===== config.mk =====
export PLATFORM = sky130hd
export DESIGN_NAME = high_page_controller
export DESIGN_NICKNAME = d
export VERILOG_FILES = /design/src/rtl/high_page_controller.sv
export SDC_FILE = /design/constraint.sdc
export NUM_CORES = 1
export LEC_CHECK = 0
export CORE_MARGIN = 2
export CORE_UTILIZATION = 40
export CTS_CLUSTER_DIAMETER = 120
export DETAILED_ROUTE_END_ITERATION = 12
export PLACE_DENSITY = 0.77
export SLEW_MARGIN = 20
export SYNTH_ARGS = -nofsm -noshare
export SYNTH_HDL_FRONTEND = slang
export SYNTH_SLANG_ARGS = --single-unit
export TNS_END_PERCENT = 5

===== constraint.sdc =====
create_clock -name i_Clk -period 2.7 [get_ports i_Clk]
set_input_delay 0.81 -clock i_Clk [delete_from_list [all_inputs] [get_ports i_Clk]]
set_output_delay 0.81 -clock i_Clk [all_outputs]
set_load 0.1 [all_outputs]

===== src/rtl/high_page_controller.sv =====
// High-page (FE00-FFFF) address decoder with bus-address hold and OAM DMA engine.
module high_page_controller #(
   parameter int unsigned N_IO_CH   = 8,
   parameter logic [7:0]  DMA_REG   = 8'h46,
   parameter int unsigned DMA_LEN   = 160,
   parameter int unsigned DMA_DELAY = 1
) (
   input  logic                 i_Clk,
   input  logic                 i_nRst,
   input  logic                 i_Enable,
   input  logic [15:0]          i_Address,
   input  logic                 i_Address_Out,
   input  logic                 i_data_access,
   input  logic                 i_Write,
   input  logic [7:0]           i_Wdata,
   output logic                 o_Miss,
   output logic                 o_Oam_Enable,
   output logic [7:0]           o_Oam_Address,
   output logic                 o_Unusable,
   output logic [N_IO_CH-1:0]   o_Io_Enable,
   output logic [3:0]           o_Io_Address,
   output logic                 o_High_Ram_Enable,
   output logic [6:0]           o_High_Ram_Address,
   output logic                 o_Ie_Enable,
   output logic [7:0]           o_Dma_Reg,
   output logic                 o_Dma_Reg_Enable,
   output logic                 o_Dma_Active,
   output logic                 o_Dma_Read,
   output logic [15:0]          o_Dma_Src_Address,
   input  logic [7:0]           i_Dma_Data,
   output logic                 o_Dma_Oam_Write,
   output logic [7:0]           o_Dma_Oam_Address,
   output logic [7:0]           o_Dma_Oam_Data
);

   localparam int unsigned     DLY_W    = 16;
   localparam logic [7:0]       LAST_IDX = 8'(DMA_LEN - 1);
   localparam logic [DLY_W-1:0] DLY_INIT = DLY_W'(DMA_DELAY);

   typedef enum logic [1:0] {
      S_IDLE,
      S_DELAY,
      S_XFER
   } dma_state_t;

   dma_state_t       state;
   logic [15:0]      held_address;
   logic [15:0]      active_address;
   logic [7:0]       src_page;
   logic [7:0]       index;
   logic [DLY_W-1:0] delay_count;

   logic top_hit;
   logic oam_space;
   logic oam_range;
   logic io_space;
   logic hram_hit;
   logic ie_hit;
   logic dma_reg_hit;
   logic trigger;

   // Bus address currently being decoded: live when driven, otherwise the last one seen.
   assign active_address = i_Address_Out ? i_Address : held_address;

   // Region classification of the active address.
   always_comb begin
      top_hit     = (active_address[15:9] == 7'h7F);
      oam_space   = top_hit & ~active_address[8];
      oam_range   = oam_space & (active_address[7:0] < 8'hA0);
      io_space    = top_hit & active_address[8] & ~active_address[7];
      hram_hit    = top_hit & active_address[8] & active_address[7] & (active_address[6:0] != 7'h7F);
      ie_hit      = (active_address == 16'hFFFF);
      dma_reg_hit = (active_address == {8'hFF, DMA_REG});
   end

   // Access-gated selects; OAM is fenced off from the CPU while DMA owns it.
   always_comb begin
      o_Miss             = i_data_access & ~top_hit;
      o_Oam_Enable       = i_data_access & oam_range & ~o_Dma_Active;
      o_Unusable         = i_data_access & oam_space & (~oam_range | o_Dma_Active);
      o_High_Ram_Enable  = i_data_access & hram_hit;
      o_Ie_Enable        = i_data_access & ie_hit;
      o_Dma_Reg_Enable   = i_data_access & dma_reg_hit;
      o_Oam_Address      = active_address[7:0];
      o_Io_Address       = active_address[3:0];
      o_High_Ram_Address = active_address[6:0];
      o_Io_Enable        = '0;
      for (int c = 0; c < int'(N_IO_CH); c++) begin
         o_Io_Enable[c] = i_data_access & io_space & ~dma_reg_hit &
                          (active_address[6:4] == 3'(c));
      end
   end

   assign trigger = i_Enable & i_data_access & i_Write & o_Dma_Reg_Enable;

   // DMA status and copy-port outputs follow the registered state directly.
   always_comb begin
      o_Dma_Active      = (state != S_IDLE);
      o_Dma_Read        = (state == S_XFER);
      o_Dma_Oam_Write   = o_Dma_Read;
      o_Dma_Src_Address = {src_page, index};
      o_Dma_Oam_Address = index;
      o_Dma_Oam_Data    = o_Dma_Read ? i_Dma_Data : 8'h00;
   end

   // Latch the bus address whenever the CPU drives one on a tick.
   always_ff @(posedge i_Clk or negedge i_nRst) begin
      if (!i_nRst) begin
         held_address <= 16'h0000;
      end else if (i_Enable && i_Address_Out) begin
         held_address <= i_Address;
      end
   end

   // DMA sequencer; a register write always restarts, even over the final copy.
   always_ff @(posedge i_Clk or negedge i_nRst) begin
      if (!i_nRst) begin
         state       <= S_IDLE;
         o_Dma_Reg   <= 8'h00;
         src_page    <= 8'h00;
         index       <= 8'h00;
         delay_count <= '0;
      end else if (i_Enable) begin
         if (trigger) begin
            o_Dma_Reg   <= i_Wdata;
            src_page    <= (i_Wdata >= 8'hE0) ? 8'(i_Wdata - 8'h20) : i_Wdata;
            index       <= 8'h00;
            delay_count <= DLY_INIT;
            state       <= S_DELAY;
         end else begin
            case (state)
               S_DELAY: begin
                  delay_count <= DLY_W'(delay_count - 1'b1);
                  if (delay_count <= DLY_W'(1)) begin
                     state <= S_XFER;
                  end
               end
               S_XFER: begin
                  index <= 8'(index + 8'd1);
                  if (index == LAST_IDX) begin
                     state <= S_IDLE;
                  end
               end
               default: begin
                  state <= S_IDLE;
               end
            endcase
         end
      end
   end

endmodule


* Word level (Yosys, flattened, before mapping)
Cells that the tools add are included.
** Storage, ports and cells
- Bits in registers :: 58
- Input bits :: 38
- Output and inout bits :: 76
- Word-level logic and storage cells :: 82
** Cells by class
- $add $sub $neg :: 3
- $lt $le $gt $ge :: 3
- Equal/unequal tests :: 16
- Multiplexer cells :: 11
- Bitwise operators :: 34
- Reduce and logical (&&, ||, !) cells :: 9
** Operators by type and width (count)
- 2-to-1 mux 16 bit :: 3
- equality test 16 bit (second input constant) :: 2
- 2-to-1 mux 8 bit :: 4
- AND 1 bit :: 27
- <= comparator 16 x 1 -> 1 bit (second input constant) :: 1
- subtractor 16 x 1 -> 16 bit (second input constant) :: 1
- equality test 3 bit (second input constant) :: 4
- adder 8 x 1 -> 8 bit (second input constant) :: 1
- equality test 8 bit (second input constant) :: 1
- >= comparator 8 bit (second input constant) :: 1
- < comparator 8 bit (second input constant) :: 1
- subtractor 8 x 6 -> 8 bit (second input constant) :: 1
- equality test 7 bit (second input constant) :: 1
- != test 7 bit (second input constant) :: 1
- equality test 3 x 2 -> 1 bit (second input constant) :: 2
- 2-to-1 mux 2 bit :: 3
- NOT 1 bit :: 6
- AND reduction 2 bit :: 3
- nonzero test 2 bit :: 3
- one-hot mux 2 bit (2 select lines) :: 1
- equality test 3 x 1 -> 1 bit (second input constant) :: 1
- zero test 3 bit :: 1
- != test 3 x 2 -> 1 bit (second input constant) :: 1
- != test 3 bit (second input constant) :: 1
- other kinds (5) :: 5

* Longest topological paths before layout
Gate-level depths: netlist of run 1.
- Word-level depth :: 7
- Gate-level depth with buffers :: 8

* Worst setup path before layout of run 1
No wires, ideal clock.
- Kind :: in2out
- Start :: input port i_Address_Out
- End :: output port o_Oam_Enable
- Data arrival time :: 4.622 ns
- Setup slack :: -2.732 ns
- Cell stages on the path :: 5
- Cells stage by stage :: buf_6 clkbuf_1 mux2i_1 a21oi_1 nor4_1
** On the way
- Longest elaborated chain between the ends :: 6
- Elaborated cells on any way between the ends :: 8
- Those cells by class :: order compare: 1; eq/ne: 1; mux: 1; bitwise: 5
** RTL lines
- start, declared :: RTL line 12 : input logic i_Address_Out,
- 2-to-1 mux 16 bit (*) :: RTL line 63 : assign active_address = i_Address_Out ? i_Address : held_address;
- branches (longest 2 deep; another with < comparator 8 bit)
- AND 1 bit (*) :: RTL line 69 : oam_range = oam_space & (active_address[7:0] < 8'hA0);
- AND 1 bit (*) (2 in a row) :: RTL line 79 : o_Oam_Enable = i_data_access & oam_range & ~o_Dma_Active;
- end, declared :: RTL line 17 : output logic o_Oam_Enable,
Mark *: on every way between the ends.

* Worst setup path after layout of run 1
- Start :: input port i_Address_Out
- End :: output port o_High_Ram_Enable
** On the way
- Longest elaborated chain between the ends :: 6
- Elaborated cells on any way between the ends :: 7
- Those cells by class :: eq/ne: 2; mux: 1; bitwise: 4
** RTL lines
- 2-to-1 mux 16 bit (*) :: RTL line 63
- equality test 7 bit :: RTL line 67 : top_hit = (active_address[15:9] == 7'h7F);
- AND 1 bit (2 in a row) :: RTL line 71 : hram_hit = top_hit & active_address[8] & active_address[7] & (active_address[6:0] != 7'h7F);
- AND 1 bit (*) :: RTL line 71
- AND 1 bit (*) :: RTL line 81 : o_High_Ram_Enable = i_data_access & hram_hit;
- end, declared :: RTL line 22 : output logic o_High_Ram_Enable,
Mark *: on every way between the ends. The rest lies on a longest branch, timed or not.

==> impl_metrics.ini, run 1 <==
[outcome]
status = finished with violations
violations = setup timing

[finish]
final_cell_mix = buf_4, dfrtp_1, buf_12, nor2_1, mux2_2
layout-drive-gt1-share = 0.4543
fin_cells = 526
finalInstanceArea_sq_um = 5061
finalNetCount = 468
layout_commonest_cell = buf_4
post-route-util = 0.6978
antenna_cells = 0
areaGrowthSynthToFinish_pct = 69.60

[clock_network]
clk_path_buf_depth = 2
numClockSinks = 53
cts_tree = done
clkLatencyLatePin_ns = 0.30
cts.clk_slew.worst_paths_ns = 0.09
cts.htree.levels = 2
clockRootBuffer = clkbuf_8
cts-buffers-inserted = 5

[sta]
fin_ws_ns = -0.2767
finalCritPeriodShare = 1.102
fin_crit_ns = 2.977
hold_violations = 0
drv_slew = 0
rsz0062_at_grt = yes
fmax_mhz = 335.9
setup_tns_ns = -3.152
setup_viol = 16
tightest_slew_ns = 0.6208
max-slew-margin-rel = 0.5861
worst_clock_skew_ns = 0.005726

[critical_path]
crit_type = in -> out
cp.required_ns = 1.89
crit_buf_inv = 4
r2r_start = held_address[4]$_DFFE_PN0P_
cp_slowest_stage_delay_ns = 0.33
crit_slowest_cell = mux2_4
worst_setup_path_end_kind = output port
path_depth = 7
reg2reg_slack_ns = 0.67
path_max_fanout = 7
cpMostUsedCell = buf_12
cp_cell_sequence = buf_8, buf_12, buf_6, mux2_4, nand4_1, nor3b_4, buf_12
r2r_end = src_page[6]$_DFFE_PN0P_
cp_top_family = buffers and inverters
worstPathArrival_ns = 2.17
reg2reg_depth = 6
start_kind = primary input
startpoint = i_Address_Out
endpoint = o_High_Ram_Enable

[logic_synthesis]
synth_top_family_by_area = simple AND/OR/NAND/NOR gates
synth_compound_area_frac = 0.04906
synth_top_area_share = 0.4444
synth-xor-area-share = 0.05870
synth_edf_count = 0
synth_cell_types = 41
ys_seq_elements = 53
syn-cell-area_sq_um = 2984
ys_seq_area_frac = 0.4444
synth_adder_area_share = 0.01677
synth_top_cell_by_area = dfrtp_1
synth_top_flop_cell = dfrtp_1
muxShareOfSynthArea = 0.1270
synth-simple-area-share = 0.2084
syn_inst = 298
synthTopCellsByArea = dfrtp_1, mux2_2, buf_4
synthArstFlopShare = 1.000
yosys_warnings = 0
syn_avg_cell_area_sq_um = 10.01
syn-num-nets = 340

[drt]
drt-total-wl_mm = 7.908
vias = 2663
ant_nets = 0
drcViolationCount = 0
drt_iter0_markers = 102
routedWlPerCell_microns = 15.03
routed_via_density = 5.063
drt-pass1-iter-count = 4

[grt]
grt_max_degree = 29
busiest_layer = met2
grt_pass1_wl_mm = 13.28
grt-ovfl-total = 0
antenna_found_initial = 0
grt_pass1_vias = 2777
globalRouteMet3Util = 0.04424
grt_use_met2 = 0.3434
grt_usage = 0.1978
gr-usage-met1 = 0.2441

[floorplanning]
core-area_sq_um = 7253
die_x_microns = 90.37
die_y_microns = 90.37
num_rows = 31
start_util = 0.4114
ioPinCount = 114
die-area_sq_um = 8167

[placement]
io_buffers = 113
gp_congestion = 0.8654
place_hpwl_mm = 6.203
placed_area_sq_um = 4873
dp_worst_setup_slack_ns = -0.7168
placed_cells = 513

[hold_path]
min_path_type = reg -> reg

[pwr]
p_per_area_nw_per_um2 = 616.6
vdd_drop_max_v = 0.0007019
p_leak_nw = 2.391

[job]
drv_cap = 0
## synth_stat cells, types with 2 or more instances
cell type,instances
nor3_1,19
nand3_2,2
or4_1,2
mux2i_1,3
nor4_1,5
buf_6,2
nand4b_1,2
nand3_1,5
dfrtp_1,53
ha_1,4
o22ai_1,2
nand2b_1,3
nand2_1,21
a31oi_1,2
a21o_1,2
nor3b_1,2
a21oi_1,7
xor2_1,8
inv_1,11
clkbuf_1,5
nor2_1,32
mux2_2,29
xnor2_1,12
o21ai_0,3
buf_4,27
and2_1,11
nor4b_1,2
mux2_1,2
nand4_1,6
nor2b_1,3
## where the power goes
group / leakage [nW] / switching, W / internal (W) / total, W
Sequential: 0.689 / 0.0000969 / 0.000872 / 0.000969
Clock: 0.0374 / 0.000253 / 0.000183 / 0.000437
Combinational: 1.66 / 0.00123 / 0.000487 / 0.00172
Total: 2.39 / 0.00158 / 0.00154 / 0.00312
## stage by stage
step / hold WS (ns) / power (W)
final: 0.5017 / 0.003121
after global routing: 0.5208 / 0.003242
after CTS: 0.5114 / 0.003128
after detailed placement: 0.4898 / 0.002681
after global placement: 0.4768 / 0.002648
after floorplan: 0.4787 / 0.002242
## per-layer routing
metal / part of all wire / vias up
li1: - / 1256
met1: 0.40 / 1286
met2: 0.52 / 109
met3: 0.058 / 12
met4: 0.018 / 0
met5: 0 / -
## cells by family after synthesis
kind of cell    Yosys count
compound gates           23
xor+xnor                 20
fa+ha+maj                 4
buf+inv                  45
flops                    53
mux                      34
simple gates            119
## worst min-delay path by stage
stage | endpoint | from | slack [ns] | cells after the start
floorplan | held_address[8]$_DFFE_PN0P_ | held_address[8]$_DFFE_PN0P_ | 0.48 | 1
global placement | o_Dma_Reg[6]$_DFFE_PN0P_ | o_Dma_Reg[6]$_DFFE_PN0P_ | 0.48 | 1
detailed placement | o_Dma_Reg[6]$_DFFE_PN0P_ | o_Dma_Reg[6]$_DFFE_PN0P_ | 0.49 | 1
CTS | o_Dma_Reg[6]$_DFFE_PN0P_ | o_Dma_Reg[6]$_DFFE_PN0P_ | 0.51 | 1
global route | held_address[12]$_DFFE_PN0P_ | held_address[12]$_DFFE_PN0P_ | 0.52 | 1
finish | o_Dma_Reg[6]$_DFFE_PN0P_ | o_Dma_Reg[6]$_DFFE_PN0P_ | 0.50 | 1
## area by class of cell
| cell class | instances | area [sq um] |
|---|---|---|
| fill | 509 | 2192 |
| timing repair buffer | 155 | 1846 |
| multi-input combinational | 200 | 1629 |
| sequential | 53 | 1326 |
| tap | 99 | 123.9 |
| clock buffer | 6 | 72.57 |
| inverter | 11 | 48.80 |
| clock inverter | 2 | 15.01 |
## flip-flops by register name (all words and copies together) (netlist names)
register and count:
held_address 16, src_page 3, state 2, o_Dma_Oam_Address 8, delay_count 16, o_Dma_Reg 8
## timing repair
action | 4_1_cts | 5_1_grt
endpoints found under the setup margin | 47 | 19
gates cloned | 1 | 0
hold buffers | 0 | 0
pin swaps | 15 | 4
gates resized for setup | 45 | 6
buffers inserted | 3 | 1
No activity file was read; power rests on OpenSTA's default activity.
==> inputs of run 2 (changes only) <==
--- a/config.mk
+++ b/config.mk
@@ -5,12 +5,12 @@
 export SDC_FILE = /design/constraint.sdc
 export NUM_CORES = 1
 export LEC_CHECK = 0
-export CORE_MARGIN = 2
+export CORE_MARGIN = 4
 export CORE_UTILIZATION = 40
 export CTS_CLUSTER_DIAMETER = 120
 export DETAILED_ROUTE_END_ITERATION = 12
 export PLACE_DENSITY = 0.77
-export SLEW_MARGIN = 20
+export SLEW_MARGIN = 10
 export SYNTH_ARGS = -nofsm -noshare
 export SYNTH_HDL_FRONTEND = slang
 export SYNTH_SLANG_ARGS = --single-unit
==> impl_metrics.ini, run 2 (synthesized netlist as in run 1, its figures left out) <==
[critical_path]
worst_setup_path_end_kind = output port
crit_type = in -> out
reg2reg_slack_ns = 0.67
start_kind = primary input
r2r_end = o_Dma_Reg[7]$_DFFE_PN0P_
path_max_fanout = 8
cp_cell_sequence = buf_8, buf_8, mux2i_4, nor2b_4, nand3_2, o21bai_4, buf_12, nor3_4, buf_12
crit_slowest_cell = nor3_4
reg2reg_depth = 7
cp_slowest_stage_delay_ns = 0.20
cp.required_ns = 1.89
r2r_start = held_address[15]$_DFFE_PN0P_
worstPathArrival_ns = 2.18

[sta]
setup_tns_ns = -3.350
fin_ws_ns = -0.2929
tightest_slew_ns = 0.6242
drv_slew = 0
worst_clock_skew_ns = 0.01063
finalCritPeriodShare = 1.108
rsz0062_at_grt = yes
setup_viol = 15
fin_crit_ns = 2.993
fmax_mhz = 334.1
max-slew-margin-rel = 0.5839
hold_violations = 0

[finish]
final_cell_mix = buf_4, dfrtp_1, buf_12, nor2_1, mux2_2
fin_cells = 529
layout-drive-gt1-share = 0.4698
areaGrowthSynthToFinish_pct = 72.96
finalInstanceArea_sq_um = 5161
antenna_cells = 0
layout_commonest_cell = buf_4
nFillCells = 526
finalNetCount = 472
reg_top3 = delay_count x16, held_address x16

[clock_network]
cts.htree.levels = 2
clk_path_buf_depth = 2
cts_hold_buf = 0
clockRootBuffer = clkbuf_8
cts_tree = done
cts.clk_slew.worst_paths_ns = 0.10
cts-buffers-inserted = 5
clkLatencyLatePin_ns = 0.30
numClockSinks = 53

[grt]
antenna_found_initial = 0
grt_usage = 0.1928
grt_pass1_wl_mm = 13.54
grt_max_degree = 30
grt-ovfl-total = 0
grt_pass1_vias = 2728

[placement]
place_hpwl_mm = 6.407
io_buffers = 113
placed_cells = 521
gp_congestion = 0.8315
placed_area_sq_um = 4921

[drt]
routed_via_density = 5.019
drcViolationCount = 0
drt_iter0_markers = 63
drt-pass1-iter-count = 4
drt-total-wl_mm = 8.222
vias = 2655
routedWlPerCell_microns = 15.54
ant_nets = 0

[floorplanning]
die_x_microns = 94.37
start_util = 0.4114
die-area_sq_um = 8906
die_y_microns = 94.37
core-area_sq_um = 7253
num_rows = 31
ioPinCount = 114

[pwr]
p_leak_nw = 2.420
fin_total_pwr_w = 0.003214
vdd_drop_max_v = 0.0007505
p_per_area_nw_per_um2 = 622.8

[hold_path]
min_path_type = in -> async

[job]
drv_cap = 0

[outcome]
status = finished with violations
violations = setup timing
## run 2: cell types whose count changed in the layout (fill, tap and decap cells not counted), moves of 2 or more
cell / change
mux2i_1: -2
clkinvlp_4: -2
nand2_1: -2
o22ai_2: -2
mux2i_4: +2
nand2_2: +3
o22ai_4: +2
buf_6: +3
buf_4: +2
## run 2: worst max path at each step
stage,start,endpoint,slack [ns],cells after the start
after floorplan,i_Address_Out,o_High_Ram_Enable,-0.73,5
after global placement,i_Address_Out,o_Ie_Enable,-0.67,9
after CTS,i_Address_Out,o_Io_Enable[2],-0.27,9
after global routing,i_Address_Out,o_Io_Enable[2],-0.37,9
after detailed placement,i_Address_Out,o_Io_Enable[5],-0.72,9
final,i_Address_Out,o_Io_Enable[2],-0.29,9
## run 2: report_power, final
| part | switching [W] | leakage, nW | total [W] | internal, W |
|---|---|---|---|---|
| combinational | 0.00123 | 1.68 | 0.00172 | 0.000491 |
| sequential | 0.000100 | 0.689 | 0.000972 | 0.000872 |
| clock | 0.000248 | 0.0540 | 0.000518 | 0.000270 |
## run 2: metal layers
layer	vias up	share of wire	GRT usage	wire length, microns
met5	-	0	0	0
met1	1276	0.42	0.2406	3484
met3	13	0.071	0.03745	587
li1	1263	-	-	-
met2	103	0.49	0.3310	4013
met4	0	0.017	0.07220	137
## run 2: per-stage QoR
| step | utilization | hold WS, ns | setup WS [ns] |
|---|---|---|---|
| 2_1_floorplan | - | 0.4787 | -0.7332 |
| 3_3_place_gp | 0.6785 | 0.4847 | -0.6712 |
| 3_5_place_dp | 0.6785 | 0.4926 | -0.7215 |
| 4_1_cts | 0.7059 | 0.5208 | -0.2737 |
| 5_1_grt | 0.7116 | 0.5431 | -0.3661 |
| 6_report | 0.7116 | 0.5169 | -0.2929 |
## run 2: area by class of cell
cell class / instances / area (sq um) / area share
Multi-Input combinational cell: 200 / 1693 / 0.3280
Inverter: 11 / 48.80 / 0.009455
Sequential cell: 53 / 1326 / 0.2570
Clock buffer: 5 / 68.82 / 0.01333
Timing Repair Buffer: 159 / 1866 / 0.3615
Clock inverter: 2 / 35.03 / 0.006788
Tap cell: 99 / 123.9 / 0.02400
## run 2: what timing repair did
item | 4_1_cts | 5_1_grt
setup buffers | 1 | 0
cloned | 0 | 0
endpoints found under the setup margin | 63 | 19
gates resized for setup | 52 | 10
pin swaps | 13 | 9
## run 2: worst max-delay path: cells and delay by family
| kind | cells | cell delay [ns] |
|---|---|---|
| compound gates | 1 | 0.19 |
| buf+inv | 4 | 0.58 |
| mux | 1 | 0.19 |
| simple gates | 3 | 0.40 |
